File: src/rtl/conv_window_buffer.sv
`timescale 1ns/1ps
// Sliding N x N window generator over a raster-order pixel stream. Keeps the last
// N-1 rows in line buffers and emits a packed window for every fully-covered pixel.
module conv_window_buffer #(
  parameter int N           = 3,
  parameter int BitSize     = 2,
  parameter int ImageWidth  = 28,
  parameter int ImageHeight = 28
) (
  input  logic                    clk,
  input  logic                    res_n,
  input  logic                    in_valid,
  output logic                    in_ready,
  input  logic [BitSize-1:0]      in_data,
  output logic                    out_valid,
  input  logic                    out_ready,
  output logic [BitSize*N*N-1:0]  out_data,
  output logic                    frame_done
);

  localparam int CW      = (ImageWidth > 1) ? $clog2(ImageWidth) : 1;
  localparam int RW      = (ImageHeight > 1) ? $clog2(ImageHeight) : 1;
  localparam int WinBits = BitSize * N * N;

  localparam logic [CW-1:0] CMax   = CW'(ImageWidth - 1);
  localparam logic [RW-1:0] RMax   = RW'(ImageHeight - 1);
  localparam logic [CW-1:0] CFirst = CW'(N - 1);
  localparam logic [RW-1:0] RFirst = RW'(N - 1);

  typedef logic [BitSize-1:0] pix_t;

  pix_t               line_q [N-1][ImageWidth];
  pix_t               line_d [N-1][ImageWidth];
  pix_t               win_q  [N][N];
  pix_t               win_d  [N][N];
  pix_t               col_pix [N];
  logic [CW-1:0]      c_q, c_d;
  logic [RW-1:0]      r_q, r_d;
  logic               out_valid_q, out_valid_d;
  logic [WinBits-1:0] out_data_q, out_data_d;
  logic [WinBits-1:0] win_packed;
  logic               frame_done_q, frame_done_d;
  logic               accept;
  logic               produce;

  assign in_ready   = !out_valid_q || out_ready;
  assign out_valid  = out_valid_q;
  assign out_data   = out_data_q;
  assign frame_done = frame_done_q;

  always_comb begin
    accept  = in_valid && in_ready;
    produce = accept && (r_q >= RFirst) && (c_q >= CFirst);

    c_d    = c_q;
    r_d    = r_q;
    line_d = line_q;
    win_d  = win_q;

    // Column c of the last N-1 rows plus the incoming pixel, oldest row first.
    for (int i = 0; i < N - 1; i++) begin
      col_pix[i] = line_q[i][c_q];
    end
    col_pix[N-1] = in_data;

    if (accept) begin
      if (c_q == CMax) begin
        c_d = '0;
        r_d = (r_q == RMax) ? '0 : r_q + RW'(1);
      end else begin
        c_d = c_q + CW'(1);
      end

      for (int i = 0; i < N - 2; i++) begin
        line_d[i][c_q] = line_q[i+1][c_q];
      end
      line_d[N-2][c_q] = in_data;

      for (int row = 0; row < N; row++) begin
        for (int col = 0; col < N - 1; col++) begin
          win_d[row][col] = win_q[row][col+1];
        end
        win_d[row][N-1] = col_pix[row];
      end
    end

    win_packed = '0;
    for (int row = 0; row < N; row++) begin
      for (int col = 0; col < N; col++) begin
        win_packed[BitSize*(row*N+col) +: BitSize] = win_d[row][col];
      end
    end

    // A new window replaces the held one; otherwise it stays until taken.
    out_valid_d  = produce || (out_valid_q && !out_ready);
    out_data_d   = produce ? win_packed : out_data_q;
    frame_done_d = accept && (c_q == CMax) && (r_q == RMax);
  end

  always_ff @(posedge clk or negedge res_n) begin
    if (!res_n) begin
      c_q          <= '0;
      r_q          <= '0;
      out_valid_q  <= 1'b0;
      out_data_q   <= '0;
      frame_done_q <= 1'b0;
    end else begin
      c_q          <= c_d;
      r_q          <= r_d;
      out_valid_q  <= out_valid_d;
      out_data_q   <= out_data_d;
      frame_done_q <= frame_done_d;
    end
  end

  // Stale contents after reset are harmless: no window is formed until N-1 fresh rows exist.
  always_ff @(posedge clk) begin
    line_q <= line_d;
    win_q  <= win_d;
  end

endmodule

File: config.mk
export PLATFORM = sky130hd
export DESIGN_NAME = conv_window_buffer
export DESIGN_NICKNAME = d
export VERILOG_FILES = /design/src/rtl/conv_window_buffer.sv
export SDC_FILE = /design/constraint.sdc
export NUM_CORES = 1
export LEC_CHECK = 0
export BUFFER_PORTS_ARGS = -buffer_cell sky130_fd_sc_hd__buf_2
export CORE_ASPECT_RATIO = 1.1
export CORE_MARGIN = 3
export CORE_UTILIZATION = 60
export CTS_CLUSTER_DIAMETER = 50
export CTS_CLUSTER_SIZE = 10
export DETAILED_ROUTE_END_ITERATION = 6
export PLACE_DENSITY = 0.8
export SYNTH_ARGS = -nofsm -noshare
export SYNTH_HDL_FRONTEND = slang
export SYNTH_SLANG_ARGS = --single-unit
File: constraint.sdc
create_clock -name clk -period 6.4 [get_ports clk]
set_input_delay 0 -clock clk [delete_from_list [all_inputs] [get_ports clk]]
set_output_delay 0 -clock clk [all_outputs]
set_load 0.005 [all_outputs]
==> out/results.tsv, run 1 <==
stage	metric	value	unit
routing	drtIter0Drc	522	
global_routing	grt_usage	22.6	%
synth	synth_cell_types	49	
die	die_area	12300	sq um
global_routing	grt_pass1_wl	20600	um
synth	synth-seq-cells	160	
min_path	hold_path_depth	3	
setup_path	cp.required	6.70	ns
setup_path	cp_num_buf_inv	1	
setup_path	startpoint	c_q[1]	
cells_and_area	num_antenna_cells	0	
timing	setup_tns	0	ns
die	pin_count	27	
synth	synthArstFlopShare	18.8	%
min_path	hp-class	primary input to register	
cells_and_area	final_cell_area	7370	sq um
setup_path	start_kind	register	
setup_path	crit_chain	buf_4 > mux2i_1 > o22ai_1 > nor4_2 > nand2_1 > mux2_4	
setup_path	path_class	register to register	
synth	seq_area_frac_synth	67.7	%
timing	min_period_over_period	52.9	%
setup_path	r2r_end	out_data[10]	
setup_path	crit_family	flip-flops	
min_path	hold_path_end	c_q[3]	
setup_path	reg2reg_slack	3.02	ns
timing	min_period	3.38	ns
clock_network	post_cts_buffers	0	
cells_and_area	multiInputGateArea	1940	sq um
power_and_ir_drop	ir_drop	300	uV
synth	synthTopCellsByArea	edfxtp_1 (51%), dfrtp_1 (11%), mux2i_1 (8.0%)	
clock_network	clkSlewWorstSetupHoldPaths	0.06	ns
synth	synth_cells	446	
cells_and_area	nFillCells	656	
routing	drt_wl_total	13200	um
placed_design	dp_slack	3.05	ns
cells_and_area	areaGrowthSynthToFinish	11.5	%
routing	routedWlPerCell	20.9	um
status	status	finished, final reports clean	
synth	syn_avg_cell_area	14.8	sq um
placed_design	port_buffers	26	
global_routing	grt_max_degree	40	
synth	synth-edff-count	112	
clock_network	numCtsBuffers	17	
run	max_cap_viol_count	0	
clock_network	clockBufferDepth	2	
timing	clock_skew	0.0111	ns
clock_network	h-tree-depth	4	
setup_path	crit_arrival	3.68	ns
timing	rsz0062_at_grt	false	
timing	maxSlewViolCount	0	
synth	synth_area	6610	sq um
die	start_util	62.5	%
die	dieWidth	106	um
routing	drtAntennaViolNets	0	
synth	synth_top_area_share	50.9	%
timing	final_hold_viol_count	0	
routing	drtPass1Iterations	5	
timing	tightestPinTransition	1.18	ns
setup_path	crit_fanout	39	
min_path	hold_start	in_valid	
clock_network	ctsHoldBuffers	1	
routing	drc	0	
synth	ys.flop_type	edfxtp_1	
placed_design	gp_congestion	0.867	
synth	yosysTopAreaCell	edfxtp_1	
routing	num_vias	3802	
global_routing	antenna_found_initial	0	
placed_design	hpwl	8160	um
setup_path	slowest_delay	1.05	ns
routing	post_drt_via_cell_ratio	6.04	
synth	synth_fp_nets	458	
clock_network	clock_latency	0.42	ns
clock_network	cts_resized	0	
global_routing	grt_overflow_total	0	
clock_network	cts-root-buf	clkbuf_16	
timing	worst_slack	3.02	ns
cells_and_area	regArea	4480	sq um
placed_design	placed_cell_area	6770	sq um
timing	timing.fmax	296	MHz
setup_path	reg2reg_depth	6	
die	core_area	10600	sq um
cells_and_area	final_nets	485	
setup_path	end_kind	register	
power_and_ir_drop	power.leakage	2.80	nW
cells_and_area	drive_gt1_share	20.2	%
clock_network	clock_sinks	160	
power_and_ir_drop	pwr_density_cell	482	nW/um^2
setup_path	regToRegStartpoint	c_q[1]	
setup_path	crit_slowest_cell	dfrtp_2	
die	die_y	116	um
global_routing	grt_pass1_vias	3737	
die	rows	39	
synth	yosysWarnings	0	
timing	setup_viol	0	
timing	max_slew_margin	21.4	%
clock_network	cts_tree	yes	
[worst min-delay path: stages]
cell     delay, ns
buf_2         0.12
nor4b_4       0.18
nor2_1        0.11
[power breakdown]
| part | switching [mW] | internal (mW) | leakage, nW |
|---|---|---|---|
| Sequential | 0.200 | 1.43 | 1.53 |
| Combinational | 0.539 | 0.392 | 0.969 |
| Clock | 0.385 | 0.604 | 0.299 |
| Total | 1.12 | 2.43 | 2.80 |
[synth_stat cells (all sizes together) (2+ instances only)]
cell type  number
nand3b          3
inv             6
o22ai          24
clkbuf          4
nand4b          3
xor2            2
a21oi           2
o21ai           2
mux2           20
nor3            6
nor4            4
mux4            2
dfxtp          18
nand4           2
buf            17
or4b            4
edfxtp        112
or3b            2
and3            4
o21a            2
dfrtp          30
or4             2
nand2          55
nor2           37
ha              6
or4bb           5
a31oi           2
nand3           5
nor2b           4
mux2i          53
[layer usage]
metal  share of wire [%]  routed length [um]  GRT usage (%)  vias to the layer above
li1                    -                   -              -                     1717
met3                 6.8                 892           5.64                       32
met2                  50                6550           36.2                      175
met1                  40                5320           29.5                     1878
met5                   0                   0              0                        -
met4                 3.0                 392           10.5                        0
[how the worst max path moves through the flow]
stage	to	slack, ns	depth (start not counted)
finish	out_data[10]	3.02	6
global route	out_data[10]	2.79	6
CTS	out_data[10]	3.02	6
detailed placement	out_data[10]	3.05	6
global placement	out_data[10]	3.18	6
floorplan	out_data[10]	4.27	6
[cell families after synthesis]
logic type	share of synthesized area, %
simple gates	11.7
mux	12.7
xor+xnor	0.397
fa+ha+maj	1.14
buf+inv	2.97
compound gates	3.52
flops	67.7
[cells in the final DEF (no fill, tap or decap), types with 3 or more instances in the layout]
cell type	n
buf_2	26
mux2i_1	53
and3_1	4
nor3_1	3
nand2_1	52
clkbuf_1	3
nand3_1	4
mux2_2	10
nor2b_1	3
ha_1	6
clkbuf_16	21
mux2_4	10
o22ai_1	24
nand4b_1	3
nor3_2	3
nand2_2	3
or4bb_1	5
dfrtp_1	29
inv_1	6
or4b_1	3
nor2_1	36
dfxtp_1	18
edfxtp_1	112
[state kept, by name, summed over array words and instances, names as in the netlist]
signal	count
c_q	5
out_valid	1
line_q	112
out_data	18
win_q	18
r_q	5
frame_done	1
[per-stage QoR]
stage	power, mW	hold WS (ns)	utilization [%]	std cells
floorplan	2.31	-0.296	-	446
global placement	2.50	0.0697	63.9	596
detailed placement	2.56	0.0861	63.9	596
CTS	3.56	0.0277	69.6	629
global route	3.71	0.0412	69.6	629
finish	3.55	0.0293	69.6	629
[area by class of cell]
| cell class | instances | area share [%] |
|---|---|---|
| multi-input cells | 259 | 26.4 |
| clock inverters | 6 | 0.543 |
| repair buffers | 29 | 2.10 |
| well taps | 143 | 2.43 |
| inverters | 6 | 0.305 |
| flip-flops and latches | 160 | 60.7 |
| clock buffers | 26 | 7.57 |
Note: power is estimated with default switching activity, not from simulation.
==> run 2, diff against run 1 <==
--- a/config.mk
+++ b/config.mk
@@ -5,6 +5,7 @@
 export SDC_FILE = /design/constraint.sdc
 export NUM_CORES = 1
 export LEC_CHECK = 0
+export ABC_AREA = 1
 export BUFFER_PORTS_ARGS = -buffer_cell sky130_fd_sc_hd__buf_2
 export CORE_ASPECT_RATIO = 1.1
 export CORE_MARGIN = 3
==> constraint.sdc (replaced) <==
create_clock -name clk -period 3.5 [get_ports clk]
set_input_delay 0 -clock clk [delete_from_list [all_inputs] [get_ports clk]]
set_output_delay 0 -clock clk [all_outputs]
set_load 0.005 [all_outputs]
==> run 2 against run 1 <==
Synthesized cell count up 48%. Largest cell class unchanged. Via count is 26% higher. First-iteration DRC count grew 14%. Sequential power is 69% higher. Core utilization increased by 0.82 points.
==> out/results.tsv, run 2 <==
stage	metric	value	unit	change
setup_path	regToRegStartpoint	c_q[0]		
setup_path	crit_family	simple AND/OR/NAND/NOR gates		
setup_path	path_class	register to register		
setup_path	crit_arrival	2.92	ns	-0.76 ns
run	max_cap_viol_count	0		unchanged
clock_network	post_cts_buffers	0		unchanged
die	core_area	10600	sq um	unchanged
setup_path	crit_slowest_cell	inv_2		
setup_path	startpoint	c_q[0]		
setup_path	slowest_delay	0.65	ns	-0.40 ns
timing	setup_viol	0		unchanged
timing	setup_tns	0	ns	unchanged
global_routing	grt_overflow_total	0		unchanged
setup_path	cp_num_buf_inv	2		+1
clock_network	clkSlewWorstSetupHoldPaths	0.06	ns	about the same
clock_network	cts-root-buf	clkbuf_16		
cells_and_area	final_cell_area	7460	sq um	+1.2%
synth	synth_fp_nets	672		+47%
cells_and_area	top_register	line_q		
synth	synth-edff-count	112		unchanged
setup_path	cp.required	3.80	ns	-2.90 ns
power_and_ir_drop	finalPower	6.70	mW	+89%
synth	synth.most_common_cell	nand2_1		
synth	synthTopCellsByArea	edfxtp_1 (51%), dfrtp_1 (11%), nand2_1 (11%)		
global_routing	grt_pass1_vias	4739		+27%
timing	min_period	2.62	ns	-0.763 ns
routing	routedWlPerCell	17.4	um	-17%
global_routing	grt_max_degree	64		+60%
clock_network	cts_tree	yes		
clock_network	clock_latency	0.42	ns	about the same
routing	drtPass1Iterations	5		unchanged
cells_and_area	final_cell_mix	nand2_1 (195), nor2_1 (115), edfxtp_1 (112)		
setup_path	end_kind	register		
routing	drtIter0Drc	596		+14%
cells_and_area	final_nets	699		+44%
timing	clock_skew	0.00901	ns	-0.00213 ns
cells_and_area	final_common_cell	nand2_1		
global_routing	grt_pass1_wl	23900	um	+16%
synth	synth_top_area_share	50.6	%	-0.29 points
setup_path	crit_fanout	56		+44%
synth	synth_area	6650	sq um	+0.57%
synth	yosysTopAreaCell	edfxtp_1		
synth	yosysWarnings	0		unchanged
die	start_util	62.8	%	+0.35 points
placed_design	hpwl	8710	um	+6.7%
routing	drc	0		unchanged
power_and_ir_drop	power.leakage	3.13	nW	+12%
timing	min_period_over_period	74.9	%	+22 points
die	die_y	116	um	+0.27%
synth	syn_avg_cell_area	10.1	sq um	-32%
die	pin_count	27		unchanged
routing	post_drt_via_cell_ratio	5.67		-6.1%
cells_and_area	num_antenna_cells	0		unchanged
min_path	hp-class	primary input to async pin		
setup_path	start_kind	register		
global_routing	grt_usage	25.3	%	+2.7 points
timing	max_slew_margin	40.2	%	+19 points
placed_design	port_buffers	26		unchanged
synth	ys.flop_type	edfxtp_1		
timing	timing.fmax	382	MHz	+29%
placed_design	gp_congestion	0.895		+3.3%
clock_network	h-tree-depth	4		unchanged
status	status	finished, final reports clean		
clock_network	numCtsBuffers	17		unchanged
placed_design	placed_cell_area	6860	sq um	+1.3%
cells_and_area	largest_reg_flops	112		unchanged
setup_path	cpMostUsedCell	nand2_1		
routing	num_vias	4784		+26%
synth	synthArstFlopShare	18.8	%	unchanged
routing	drtAntennaViolNets	0		unchanged
timing	final_hold_viol_count	0		unchanged
clock_network	clockBufferDepth	2		unchanged
synth	synth_common_cells	nand2_1 (195), nor2_1 (115), edfxtp_1 (112)		
power_and_ir_drop	ir_drop	584	uV	+94%
cells_and_area	areaGrowthSynthToFinish	12.2	%	
die	dieWidth	106	um	+0.27%
synth	synth-seq-cells	160		unchanged
timing	tightestPinTransition	0.895	ns	-0.280 ns
timing	rsz0062_at_grt	false		
synth	synth_cells	660		+48%
power_and_ir_drop	pwr_density_cell	899	nW/um^2	+86%
cells_and_area	drive_gt1_share	10.7	%	-9.5 points
synth	synth_cell_types	30		-39%
die	rows	39		unchanged
routing	drt_wl_total	14700	um	+12%
synth	seq_area_frac_synth	67.3	%	-0.38 points
setup_path	crit_chain	inv_2 > ha_1 > nor3_2 > nor3_4 > inv_4 > nand2_1 > nand2_1		
global_routing	antenna_found_initial	0		unchanged
clock_network	clock_sinks	160		unchanged
die	die_area	12400	sq um	+0.54%
timing	maxSlewViolCount	0		unchanged
## run 2: cell types whose count changed after synthesis, moves of 37 or more
cell and change:
nor2_1 +79, mux2i_1 -53, inv_1 +37, nand2_1 +143, o21ai_0 +56
## run 2: power by group
group	internal, mW	total, mW	switching (mW)
sequential	2.61	2.76	0.154
clock	1.06	1.81	0.747
combinational	0.579	2.13	1.55
## run 2: area by class of cell
cell class | count | area [sq um]
Timing Repair Buffer | 33 | 188
Multi-Input combinational cell | 429 | 1860
Sequential cell | 160 | 4480
Inverter | 46 | 175
Clock buffer | 21 | 482
Fill cell | 765 | 3130
Clock inverter | 11 | 103
Tap cell | 143 | 179
## run 2: final timing paths
path,end,slack [ns],cells after the start
min in group clk,line_q[10],0.15,1
worst min register to register,win_q[16],0.47,2
worst min-delay path,out_data[12],0.15,2
worst max register to register,out_data[2],0.88,7
max in group asynchronous,c_q[0],2.87,2
worst max-delay path,out_data[2],0.88,7
## run 2: worst register-to-register path: stages (launching register included)
cell and delay, ns:
dfrtp_2 0.41, inv_2 0.65, ha_1 0.34, nor3_2 0.08
nor3_4 0.63, inv_4 0.22, nand2_1 0.11, nand2_1 0.07
## run 2: stage by stage
| stage | hold WS [ns] | setup WS, ns | std cells | util (%) |
|---|---|---|---|---|
| floorplan | -0.296 | 1.64 | 660 | - |
| global placement | 0.0591 | 1.05 | 809 | 64.7 |
| detailed placement | 0.0766 | 0.970 | 809 | 64.7 |
| CTS | 0.123 | 0.884 | 843 | 70.4 |
| global route | 0.144 | 0.622 | 843 | 70.4 |
| finish | 0.148 | 0.880 | 843 | 70.4 |
## run 2: metal layers
layer	wire length [um]	GRT usage (%)	part of all wire, %	vias to the layer above
met5	0	0	0	-
met4	349	10.2	2.4	0
met3	1100	5.53	7.5	43
met2	7510	43.2	51	240
met1	5730	31.9	39	2286
li1	-	-	-	2215
## run 2: kinds of logic (layout without fill, tap and decap cells)
kind of cell             after synthesis  in the layout  share of synthesized area [%]
buffers and inverters                 71            111                           4.80
flip-flops                           160            160                           67.3
AND/OR/NAND/NOR                      355            355                           21.6
AO/OA/AOI/OAI                         68             68                           5.23
adder cells (fa/ha/maj)                6              6                           1.13
## run 2: what timing repair did
action | 4_1_cts | 5_1_grt
gates resized for setup | 0 | 0
endpoints found under the hold margin | 31 | 0
hold buffers | 2 | 0
==> run 3, diff against run 2 <==
==> constraint.sdc (replaced) <==
create_clock -name clk -period 2.72 [get_ports clk]
set_input_delay 0 -clock clk [delete_from_list [all_inputs] [get_ports clk]]
set_output_delay 0 -clock clk [all_outputs]
set_load 0.005 [all_outputs]
==> run 3 against run 2 <==
First-iteration DRC count shrank 33%. Critical path type unchanged. Sequential cell count did not move. Setup slack worse by 0.70 ns. Clock power rose by 23%. Register-to-register slack worse by 0.70 ns.
==> out/results.tsv, run 3 (synthesis results as in run 2) <==
stage	metric	value	unit	change
clock_network	post_cts_buffers	0		unchanged
power_and_ir_drop	pwr_density_cell	1140	nW/um^2	+27%
cells_and_area	multiInputGateArea	1860	sq um	unchanged
min_path	hold_path_depth	4		
routing	drc	0		unchanged
power_and_ir_drop	ir_drop	762	uV	+30%
run	max_cap_viol_count	0		unchanged
clock_network	clock_sinks	160		unchanged
timing	timing.fmax	394	MHz	+3.3%
setup_path	cp.required	2.81	ns	-0.99 ns
timing	worst_slack	0.183	ns	-0.697 ns
die	pin_count	27		unchanged
clock_network	ctsHoldBuffers	2		unchanged
cells_and_area	top_register	line_q		
clock_network	numCtsBuffers	17		unchanged
routing	wl_met1	5870	um	+2.6%
min_path	hp-class	primary input to register		
setup_path	startpoint	c_q[0]		
clock_network	clock_latency	0.42	ns	about the same
placed_design	port_buffers	26		unchanged
routing	highest_layer	met4		
timing	setup_viol	0		unchanged
timing	maxSlewViolCount	0		unchanged
timing	min_period	2.54	ns	-0.0831 ns
die	die_area	12400	sq um	unchanged
setup_path	end_kind	register		
power_and_ir_drop	power.leakage	3.15	nW	+0.67%
clock_network	cts-root-buf	clkbuf_16		
global_routing	antenna_found_initial	0		unchanged
timing	clock_skew	0.00649	ns	-0.00253 ns
clock_network	clkSlewWorstSetupHoldPaths	0.06	ns	about the same
setup_path	r2r_end	line_q[74]		
routing	num_vias	4642		-3.0%
setup_path	crit_fanout	28		-50%
setup_path	crit_arrival	2.63	ns	-0.29 ns
global_routing	grt_max_degree	39		-39%
clock_network	clockBufferDepth	2		unchanged
cells_and_area	final_cell_mix	nand2_1 (195), nor2_1 (115), edfxtp_1 (112)		
cells_and_area	num_antenna_cells	0		unchanged
global_routing	grt_usage	24.3	%	-1.0 points
timing	final_hold_viol_count	0		unchanged
cells_and_area	drive_gt1_share	11.6	%	+0.90 points
routing	routedWlPerCell	16.5	um	-5.1%
cells_and_area	final_common_cell	nand2_1		
routing	drtPass1Iterations	5		unchanged
routing	wl_met3	793	um	-28%
timing	max_slew_margin	38.4	%	-1.8 points
die	rows	39		unchanged
routing	drt_wl_total	14000	um	-4.4%
timing	setup_tns	0	ns	unchanged
setup_path	regToRegStartpoint	c_q[0]		
timing	tightestPinTransition	0.922	ns	+0.0262 ns
setup_path	reg2reg_depth	7		unchanged
setup_path	crit_end	line_q[74]		
die	start_util	62.8	%	unchanged
timing	whs	0.0761	ns	-0.0716 ns
global_routing	grt_overflow_total	0		unchanged
die	dieWidth	106	um	unchanged
clock_network	cts_resized	0		unchanged
setup_path	start_kind	register		
status	status	finished, final reports clean		
placed_design	hpwl	8820	um	+1.3%
timing	min_period_over_period	93.3	%	+18 points
routing	post_drt_via_cell_ratio	5.47		-3.7%
routing	drtAntennaViolNets	0		unchanged
timing	rsz0062_at_grt	false		
die	die_y	116	um	unchanged
cells_and_area	nFillCells	759		-0.78%
clock_network	cts_tree	yes		
cells_and_area	areaGrowthSynthToFinish	12.7	%	
global_routing	grt_pass1_wl	22600	um	-5.1%
placed_design	gp_congestion	0.846		-5.5%
cells_and_area	largest_reg_flops	112		unchanged
setup_path	reg2reg_slack	0.18	ns	-0.70 ns
clock_network	h-tree-depth	4		unchanged
setup_path	path_class	register to register		
cells_and_area	regArea	4480	sq um	unchanged
placed_design	dp_slack	0.257	ns	-0.713 ns
die	core_area	10600	sq um	unchanged
cells_and_area	final_nets	705		+0.86%
global_routing	grt_pass1_vias	4614		-2.6%
routing	route.met2.wl	7080	um	-5.7%
routing	drtIter0Drc	398		-33%
==> run 3: cell type report <==
cell class / count / area share [%]
Sequential cell: 160 / 59.7
Multi-Input combinational cell: 429 / 24.8
Clock buffer: 19 / 6.19
Timing Repair Buffer: 39 / 3.27
Tap cell: 143 / 2.39
Inverter: 46 / 2.34
Clock inverter: 13 / 1.34
==> run 3: per-stage QoR <==
stage / instance area (sq um) / cells / power (mW) / utilization [%]
after floorplan: 6650 / 660 / 5.40 / -
after global placement: 6910 / 815 / 6.16 / 65.3
after detailed placement: 6910 / 815 / 6.30 / 65.3
after CTS: 7500 / 849 / 8.55 / 70.8
after global routing: 7500 / 849 / 9.03 / 70.8
final: 7500 / 849 / 8.56 / 70.8
==> run 3: worst min-delay path by stage <==
stage	to	slack, ns	startpoint
floorplan	c_q[0]	-0.30	res_n
global placement	out_data[12]	0.06	res_n
detailed placement	out_data[12]	0.08	res_n
CTS	c_q[3]	0.06	in_valid
global route	c_q[3]	0.11	in_valid
finish	c_q[3]	0.08	in_valid
==> run 3: critical path: stages (launching register included) <==
cell,delay (ns)
dfrtp_2,0.55
buf_4,0.31
o21ai_0,0.11
o21ai_0,0.27
nand2_1,0.14
nand2_1,0.09
nor2_1,0.06
nand2_1,0.67
==> run 3: power breakdown <==
group | internal, mW | switching (mW)
logic | 0.790 | 1.93
registers | 3.37 | 0.245
clock network | 1.26 | 0.964
==> run 3: per-layer routing <==
layer | vias to the layer above | track usage, %
met2 | 151 | 42.4
li1 | 2231 | -
met5 | - | 0
met3 | 29 | 5.47
met1 | 2231 | 29.3
met4 | 0 | 10.5
